File: config.mk
export PLATFORM = sky130hd
export DESIGN_NAME = pipe_hazard_ctrl_flat
export DESIGN_NICKNAME = d
export VERILOG_FILES = /design/src/rtl/pipe_hazard_ctrl_if.sv /design/src/rtl/pipe_hazard_ctrl.sv /design/src/flat_wrapper.sv
export SDC_FILE = /design/constraint.sdc
export NUM_CORES = 1
export LEC_CHECK = 0
export CAP_MARGIN = 20
export CELL_PAD_IN_SITES_DETAIL_PLACEMENT = 2
export CELL_PAD_IN_SITES_GLOBAL_PLACEMENT = 2
export CORE_MARGIN = 2
export CORE_UTILIZATION = 26
export DETAILED_ROUTE_END_ITERATION = 8
export PLACE_DENSITY = 0.75
export RECOVER_POWER = 100
export SLEW_MARGIN = 20
export SYNTH_ARGS = -nofsm -noshare
export SYNTH_HDL_FRONTEND = slang
export SYNTH_SLANG_ARGS = --single-unit
File: constraint.sdc
create_clock -name clk -period 2.9 [get_ports clk]
set_input_delay 0.58 -clock clk [delete_from_list [all_inputs] [get_ports clk]]
set_output_delay 0.58 -clock clk [all_outputs]
set_load 0.005 [all_outputs]
File: src/rtl/pipe_hazard_ctrl_if.sv
// Hazard/forwarding controller bundle: pipeline-register fields in, pipeline controls out.
interface pipe_hazard_ctrl_if #(
    parameter int unsigned REG_AW      = 5,
    parameter int unsigned FLUSH_DEPTH = 2,
    parameter int unsigned CNT_W       = 32
);
    logic                   ext_stall;
    logic                   branch_taken;
    logic [REG_AW-1:0]      id_rs1;
    logic [REG_AW-1:0]      id_rs2;
    logic                   id_use_rs1;
    logic                   id_use_rs2;
    logic [REG_AW-1:0]      ex_rs1;
    logic [REG_AW-1:0]      ex_rs2;
    logic [REG_AW-1:0]      ex_rd;
    logic                   ex_regwrite;
    logic                   ex_memread;
    logic [REG_AW-1:0]      mem_rd;
    logic                   mem_regwrite;
    logic [REG_AW-1:0]      wb_rd;
    logic                   wb_regwrite;
    logic                   pc_write;
    logic                   ifid_write;
    logic                   idex_bubble;
    logic [FLUSH_DEPTH-1:0] flush;
    logic [1:0]             fwd_a;
    logic [1:0]             fwd_b;
    logic [CNT_W-1:0]       stall_cnt;
    logic [CNT_W-1:0]       flush_cnt;

    modport master (
        output ext_stall, branch_taken, id_rs1, id_rs2, id_use_rs1, id_use_rs2,
               ex_rs1, ex_rs2, ex_rd, ex_regwrite, ex_memread,
               mem_rd, mem_regwrite, wb_rd, wb_regwrite,
        input  pc_write, ifid_write, idex_bubble, flush, fwd_a, fwd_b,
               stall_cnt, flush_cnt
    );

    modport slave (
        input  ext_stall, branch_taken, id_rs1, id_rs2, id_use_rs1, id_use_rs2,
               ex_rs1, ex_rs2, ex_rd, ex_regwrite, ex_memread,
               mem_rd, mem_regwrite, wb_rd, wb_regwrite,
        output pc_write, ifid_write, idex_bubble, flush, fwd_a, fwd_b,
               stall_cnt, flush_cnt
    );
endinterface

File: src/rtl/pipe_hazard_ctrl.sv
// Hazard detection, load-use stall sequencing, branch flush and operand forwarding
// for the 5-stage pipeline, with saturating stall/flush event counters.
module pipe_hazard_ctrl #(
    parameter int unsigned REG_AW      = 5,
    parameter bit          FWD_EN      = 1'b1,
    parameter int unsigned LOAD_STALL  = 1,
    parameter int unsigned FLUSH_DEPTH = 2,
    parameter int unsigned CNT_W       = 32
) (
    input  logic              clk,
    input  logic              rst,
    pipe_hazard_ctrl_if.slave hz
);
    localparam int unsigned     LU_W      = 4;
    localparam logic [0:0]      RUN       = 1'b0;
    localparam logic [0:0]      LU_WAIT   = 1'b1;
    localparam logic [LU_W-1:0] LU_RELOAD = LU_W'(LOAD_STALL - 1);
    localparam bit              LU_MULTI  = (LOAD_STALL > 1);
    localparam logic [CNT_W-1:0] CNT_MAX  = {CNT_W{1'b1}};

    logic [0:0]             state;
    logic [0:0]             state_nxt;
    logic [LU_W-1:0]        lu_cnt;
    logic [LU_W-1:0]        lu_cnt_nxt;
    logic [CNT_W-1:0]       stall_cnt;
    logic [CNT_W-1:0]       flush_cnt;
    logic                   stall_inc;
    logic                   flush_inc;
    logic                   lu_haz;
    logic                   raw_haz;
    logic                   pc_write_c;
    logic                   ifid_write_c;
    logic                   idex_bubble_c;
    logic [FLUSH_DEPTH-1:0] flush_c;
    logic [1:0]             fwd_a_c;
    logic [1:0]             fwd_b_c;

    // A producer only matters when it writes a real register (x0 is never a hazard).
    function automatic logic reg_hit(input logic [REG_AW-1:0] src,
                                     input logic [REG_AW-1:0] rd,
                                     input logic              we);
        return we && (rd != '0) && (src == rd);
    endfunction

    // Load-use hazard always; plain RAW hazard only when forwarding is disabled.
    always_comb begin
        lu_haz  = hz.ex_memread &&
                  ((hz.id_use_rs1 && reg_hit(hz.id_rs1, hz.ex_rd, hz.ex_regwrite)) ||
                   (hz.id_use_rs2 && reg_hit(hz.id_rs2, hz.ex_rd, hz.ex_regwrite)));
        raw_haz = 1'b0;
        if (!FWD_EN) begin
            raw_haz = (hz.id_use_rs1 && (reg_hit(hz.id_rs1, hz.ex_rd,  hz.ex_regwrite) ||
                                         reg_hit(hz.id_rs1, hz.mem_rd, hz.mem_regwrite))) ||
                      (hz.id_use_rs2 && (reg_hit(hz.id_rs2, hz.ex_rd,  hz.ex_regwrite) ||
                                         reg_hit(hz.id_rs2, hz.mem_rd, hz.mem_regwrite)));
        end
    end

    // Next state and pipeline controls: ext_stall > branch_taken > stall > normal.
    always_comb begin
        state_nxt     = state;
        lu_cnt_nxt    = lu_cnt;
        stall_inc     = 1'b0;
        flush_inc     = 1'b0;
        pc_write_c    = 1'b1;
        ifid_write_c  = 1'b1;
        idex_bubble_c = 1'b0;
        flush_c       = '0;
        if (hz.ext_stall) begin
            pc_write_c   = 1'b0;
            ifid_write_c = 1'b0;
        end else if (hz.branch_taken) begin
            flush_c    = '1;
            flush_inc  = 1'b1;
            state_nxt  = RUN;
            lu_cnt_nxt = '0;
        end else if (state == LU_WAIT) begin
            pc_write_c    = 1'b0;
            ifid_write_c  = 1'b0;
            idex_bubble_c = 1'b1;
            stall_inc     = 1'b1;
            if (lu_cnt <= LU_W'(1)) begin
                state_nxt  = RUN;
                lu_cnt_nxt = '0;
            end else begin
                lu_cnt_nxt = lu_cnt - LU_W'(1);
            end
        end else if (lu_haz || raw_haz) begin
            pc_write_c    = 1'b0;
            ifid_write_c  = 1'b0;
            idex_bubble_c = 1'b1;
            stall_inc     = 1'b1;
            if (lu_haz && LU_MULTI) begin
                state_nxt  = LU_WAIT;
                lu_cnt_nxt = LU_RELOAD;
            end
        end
        if (rst) begin
            pc_write_c    = 1'b0;
            ifid_write_c  = 1'b0;
            idex_bubble_c = 1'b0;
            flush_c       = '0;
        end
    end

    // Operand select: EX/MEM result takes precedence over MEM/WB.
    always_comb begin
        fwd_a_c = 2'b00;
        fwd_b_c = 2'b00;
        if (FWD_EN && !rst) begin
            if (reg_hit(hz.ex_rs1, hz.mem_rd, hz.mem_regwrite))     fwd_a_c = 2'b10;
            else if (reg_hit(hz.ex_rs1, hz.wb_rd, hz.wb_regwrite))  fwd_a_c = 2'b01;
            if (reg_hit(hz.ex_rs2, hz.mem_rd, hz.mem_regwrite))     fwd_b_c = 2'b10;
            else if (reg_hit(hz.ex_rs2, hz.wb_rd, hz.wb_regwrite))  fwd_b_c = 2'b01;
        end
    end

    // State, load-use countdown and saturating event counters.
    always_ff @(posedge clk) begin
        if (rst) begin
            state     <= RUN;
            lu_cnt    <= '0;
            stall_cnt <= '0;
            flush_cnt <= '0;
        end else begin
            state  <= state_nxt;
            lu_cnt <= lu_cnt_nxt;
            if (stall_inc && (stall_cnt != CNT_MAX)) stall_cnt <= stall_cnt + CNT_W'(1);
            if (flush_inc && (flush_cnt != CNT_MAX)) flush_cnt <= flush_cnt + CNT_W'(1);
        end
    end

    assign hz.pc_write    = pc_write_c;
    assign hz.ifid_write  = ifid_write_c;
    assign hz.idex_bubble = idex_bubble_c;
    assign hz.flush       = flush_c;
    assign hz.fwd_a       = fwd_a_c;
    assign hz.fwd_b       = fwd_b_c;
    assign hz.stall_cnt   = stall_cnt;
    assign hz.flush_cnt   = flush_cnt;
endmodule
File: src/flat_wrapper.sv
// flat-port wrapper written by rule: the top's interface ports become plain ports
module pipe_hazard_ctrl_flat 
#(
    parameter int unsigned REG_AW      = 5,
    parameter bit          FWD_EN      = 1'b1,
    parameter int unsigned LOAD_STALL  = 1,
    parameter int unsigned FLUSH_DEPTH = 2,
    parameter int unsigned CNT_W       = 32
)
  (clk, rst, hz_ext_stall, hz_branch_taken, hz_id_rs1, hz_id_rs2, hz_id_use_rs1, hz_id_use_rs2, hz_ex_rs1, hz_ex_rs2, hz_ex_rd, hz_ex_regwrite, hz_ex_memread, hz_mem_rd, hz_mem_regwrite, hz_wb_rd, hz_wb_regwrite, hz_pc_write, hz_ifid_write, hz_idex_bubble, hz_flush, hz_fwd_a, hz_fwd_b, hz_stall_cnt, hz_flush_cnt);
  pipe_hazard_ctrl_if #(.REG_AW(REG_AW), .FLUSH_DEPTH(FLUSH_DEPTH), .CNT_W(CNT_W)) hz_i ();
  input  logic clk;
  input  logic rst;
  input wire logic [$bits(hz_i.ext_stall)-1:0] hz_ext_stall;
  input wire logic [$bits(hz_i.branch_taken)-1:0] hz_branch_taken;
  input wire logic [$bits(hz_i.id_rs1)-1:0] hz_id_rs1;
  input wire logic [$bits(hz_i.id_rs2)-1:0] hz_id_rs2;
  input wire logic [$bits(hz_i.id_use_rs1)-1:0] hz_id_use_rs1;
  input wire logic [$bits(hz_i.id_use_rs2)-1:0] hz_id_use_rs2;
  input wire logic [$bits(hz_i.ex_rs1)-1:0] hz_ex_rs1;
  input wire logic [$bits(hz_i.ex_rs2)-1:0] hz_ex_rs2;
  input wire logic [$bits(hz_i.ex_rd)-1:0] hz_ex_rd;
  input wire logic [$bits(hz_i.ex_regwrite)-1:0] hz_ex_regwrite;
  input wire logic [$bits(hz_i.ex_memread)-1:0] hz_ex_memread;
  input wire logic [$bits(hz_i.mem_rd)-1:0] hz_mem_rd;
  input wire logic [$bits(hz_i.mem_regwrite)-1:0] hz_mem_regwrite;
  input wire logic [$bits(hz_i.wb_rd)-1:0] hz_wb_rd;
  input wire logic [$bits(hz_i.wb_regwrite)-1:0] hz_wb_regwrite;
  output wire logic [$bits(hz_i.pc_write)-1:0] hz_pc_write;
  output wire logic [$bits(hz_i.ifid_write)-1:0] hz_ifid_write;
  output wire logic [$bits(hz_i.idex_bubble)-1:0] hz_idex_bubble;
  output wire logic [$bits(hz_i.flush)-1:0] hz_flush;
  output wire logic [$bits(hz_i.fwd_a)-1:0] hz_fwd_a;
  output wire logic [$bits(hz_i.fwd_b)-1:0] hz_fwd_b;
  output wire logic [$bits(hz_i.stall_cnt)-1:0] hz_stall_cnt;
  output wire logic [$bits(hz_i.flush_cnt)-1:0] hz_flush_cnt;
  assign hz_i.ext_stall = hz_ext_stall;
  assign hz_i.branch_taken = hz_branch_taken;
  assign hz_i.id_rs1 = hz_id_rs1;
  assign hz_i.id_rs2 = hz_id_rs2;
  assign hz_i.id_use_rs1 = hz_id_use_rs1;
  assign hz_i.id_use_rs2 = hz_id_use_rs2;
  assign hz_i.ex_rs1 = hz_ex_rs1;
  assign hz_i.ex_rs2 = hz_ex_rs2;
  assign hz_i.ex_rd = hz_ex_rd;
  assign hz_i.ex_regwrite = hz_ex_regwrite;
  assign hz_i.ex_memread = hz_ex_memread;
  assign hz_i.mem_rd = hz_mem_rd;
  assign hz_i.mem_regwrite = hz_mem_regwrite;
  assign hz_i.wb_rd = hz_wb_rd;
  assign hz_i.wb_regwrite = hz_wb_regwrite;
  assign hz_pc_write = hz_i.pc_write;
  assign hz_ifid_write = hz_i.ifid_write;
  assign hz_idex_bubble = hz_i.idex_bubble;
  assign hz_flush = hz_i.flush;
  assign hz_fwd_a = hz_i.fwd_a;
  assign hz_fwd_b = hz_i.fwd_b;
  assign hz_stall_cnt = hz_i.stall_cnt;
  assign hz_flush_cnt = hz_i.flush_cnt;
  pipe_hazard_ctrl #(.REG_AW(REG_AW), .FWD_EN(FWD_EN), .LOAD_STALL(LOAD_STALL), .FLUSH_DEPTH(FLUSH_DEPTH), .CNT_W(CNT_W)) u_core (.clk(clk), .rst(rst), .hz(hz_i));
endmodule
==> key figures <==
Timing
  – Worst Setup Slack, final: 0.0959 ns
  – Crit path time final: 2.80 ns
  – Worst-margin pin slew: 0.635 ns
  – Fin crit share: 0.967
  – RSZ-0062 raised after global routing: no
  – Final setup skew: 0.00475 ns
  – TNS Setup: 0 ns
  – Rel. slew slack: 0.574
  – Slew Limit Fails: 0
  – Final setup viols: 0
  – Fmax: 357 MHz
  – Hold Vio Cnt, Final: 0

Logic synthesis
  – Compound-gate portion of the synthesized area: 0.132
  – Seq/Total Area, Yosys: 0.367
  – Avg Inst Size Synth: 8.21 sq um
  – Yosys top cell area share: 0.367
  – Number of synthesized register bits: 69
  – Syn Nets: 508
  – Yosys synthesis warning count: 0
  – Post-Syn Instances: 459
  – Adder-cell area share of the yosys netlist: 0.0133
  – Main combinational cell family by area after synthesis: simple AND/OR/NAND/NOR gates
  – Post-synthesis mux area share: 0.0113
  – Leading post-synthesis cells by cell area: dfxtp_1 37%, xnor2_1 6.7%, xor2_1 6.5%
  – Synth Area in Simple Gates: 0.308
  – Post-Syn Area: 3770 sq um
  – Count of cell types in the netlist: 42
  – Xor and xnor area share after synthesis: 0.133
  – Synth area leader: dfxtp_1

Place
  – # port buffers: 117
  – DP HPWL: 10100 microns
  – Post-DP Area: 5370 sq um
  – Setup WS pre-CTS: -0.603 ns
  – Gpl congestion: 0.840

Drt
  – 1st-iter DRT viols: 134
  – Vias/cell: 5.14
  – Drt wl/cell: 17.5 microns
  – Detail Route Antenna Nets: 0
  – Remaining DRCs: 0
  – First drt pass iteration count: 4
  – Via Count: 4094
  – WL final: 14000 microns

Floorplanning
  – I/O pins: 118
  – Row count: 43
  – Starting density of the core: 0.268
  – Die Area: 15500 sq um
  – Core Area: 14000 sq um
  – Die width: 124 microns
  – Chip Height: 124 microns

Final layout
  – Most frequent cells in the layout: 69 x dfxtp_1, 68 x dlygate4sd3_1, 42 x nor2_1
  – Final instance area: 5860 sq um
  – Share of layout cells above drive strength 1: 0.138
  – Most common cell after layout, fill and taps aside: dfxtp_1
  – ANT cells: 0
  – Synthesis-to-layout area growth: 55.5%
  – Final nets: 662

Critical path
  – R2R Path End: u_core.hz.stall_cnt[31]
  – CP Capture Point: hz_fwd_a[0]
  – CP Max Fanout: 2
  – CP startpoint kind: input port
  – WS Path Type: input port to primary output
  – Crit path capture type: primary output
  – Required time of the critical path: 2.32 ns
  – Worst flop-to-flop path startpoint: u_core.hz.stall_cnt[2]
  – Flop2flop setup slack: 0.49 ns
  – Crit path DAT: 2.22 ns
  – Reg2reg path depth: 6
  – Critical path origin: hz_mem_rd[0]

Clocking
  – Root buf cell: clkbuf_16
  – TritonCTS clock tree: done
  – Clock Latency Late Sink: 0.34 ns
  – Clk buf depth: 2
  – Clock buffer count from CTS: 9
  – Clk sinks: 69
  – Cts hold-fix bufs: 0
  – H-tree depth: 3
  – Clk slew on worst S/H paths: 0.06 ns

Status
  – Status: finished, final reports clean

Pwr
  – Static Leakage: 2.25 nW
  – Pwr Density: 403 nW/um^2
  – Worst VDD drop: 332 uV

Global routing
  – Vias in the first global route: 4426
  – GR Util All Layers: 0.181
  – Initial antenna violation count: 0
  – Largest net degree at the start of global routing: 42
  – Global route overflow: 0
  – First-pass GRT wire length: 22900 microns

Job
  – Max-cap violations: 0

Min path
  – Hold WC Path Type: flop to flop
[per-stage QoR]
stage | power [mW] | util | hold slack, ns | instances
2_1_floorplan | 1.04 | - | 0.457 | 459
3_3_place_gp | 1.17 | 0.382 | 0.476 | 775
3_5_place_dp | 1.18 | 0.382 | 0.491 | 775
4_1_cts | 2.41 | 0.412 | 0.499 | 794
5_1_grt | 2.46 | 0.417 | 0.521 | 797
6_report | 2.36 | 0.417 | 0.495 | 797
[timing repair]
action,in CTS,in global routing
buffers inserted,4,2
gates resized for setup,37,33
endpoints found under the setup margin,10,30
pin swaps,9,12
gates cloned,0,1
[flip-flops by register name (all words and copies together), names as in the netlist]
| register | flops |
|---|---|
| u_core.hz.flush_cnt | 32 |
| u_core.hz.stall_cnt | 32 |
| u_core.lu_cnt | 4 |
| u_core.state | 1 |
[cell type report]
class                           count  area (sq um)
Sequential cell                    69          1380
Tap cell                          180           225
Fill cell                        1550          8190
Timing Repair Buffer              163          1500
Clock inverter                      4          72.6
Inverter                           11          41.3
Clock buffer                       11           243
Multi-Input combinational cell    359          2400
[cells by family after synthesis]
logic type / count (synthesis)
AOI/OAI and AO/OA: 87
xor gates and xnor gates: 57
adders and majority gates: 4
buffers and inverters: 31
DFF: 69
muxes: 4
and+or+nand+nor: 207
[layer usage]
layer / GRT usage / wire [microns] / part of all wire / vias up
met1: 0.206 / 5910 / 0.42 / 2016
met4: 0.0568 / 155 / 0.011 / 0
li1: - / - / - / 1977
met2: 0.332 / 7310 / 0.52 / 93
met3: 0.0425 / 612 / 0.044 / 8
met5: 0 / 0 / 0 / -
[worst max-delay path, cell delays in order]
cell and delay (ns):
clkdlybuf4s50_1 0.41, or4_4 0.44, o21ai_4 0.15, buf_6 0.12, nor3_1 0.04, nor4_1 0.31, buf_2 0.17
[cell usage after synthesis (all sizes together)]
| cell | instances |
|---|---|
| dfxtp | 69 |
| clkbuf | 11 |
| o21ai | 25 |
| o22a | 1 |
| xnor2 | 29 |
| buf | 9 |
| nor2b | 3 |
| mux2i | 2 |
| nand4 | 19 |
| nor3b | 2 |
| mux2 | 2 |
| nand3b | 2 |
| a211oi | 2 |
| and3 | 9 |
| a31oi | 2 |
| o2111ai | 1 |
| or4 | 18 |
| nand4bb | 1 |
| nor2 | 42 |
| o21bai | 1 |
| a21oi | 39 |
| or3 | 24 |
| nor4 | 6 |
| and2 | 2 |
| o221ai | 1 |
| xor2 | 28 |
| nor3 | 11 |
| a311oi | 1 |
| ha | 4 |
| o31ai | 13 |
| and4 | 12 |
| nand3 | 25 |
| inv | 11 |
| nand2 | 31 |
| o21a | 1 |
[power breakdown]
group	internal, mW	switching [mW]
logic	0.121	0.0966
registers	0.950	0.00218
clock network	0.770	0.417
[worst min-delay path by stage]
stage / start / end / slack, ns / cells past startpoint
final: u_core.lu_cnt[3] / u_core.lu_cnt[3] / 0.49 / 2
after global routing: u_core.state / u_core.state / 0.52 / 1
after CTS: u_core.state / u_core.state / 0.50 / 1
after detailed placement: u_core.state / u_core.state / 0.49 / 1
after global placement: u_core.lu_cnt[3] / u_core.lu_cnt[3] / 0.48 / 2
after floorplan: u_core.lu_cnt[3] / u_core.lu_cnt[3] / 0.46 / 2
Power figures use the tool's default switching activity.
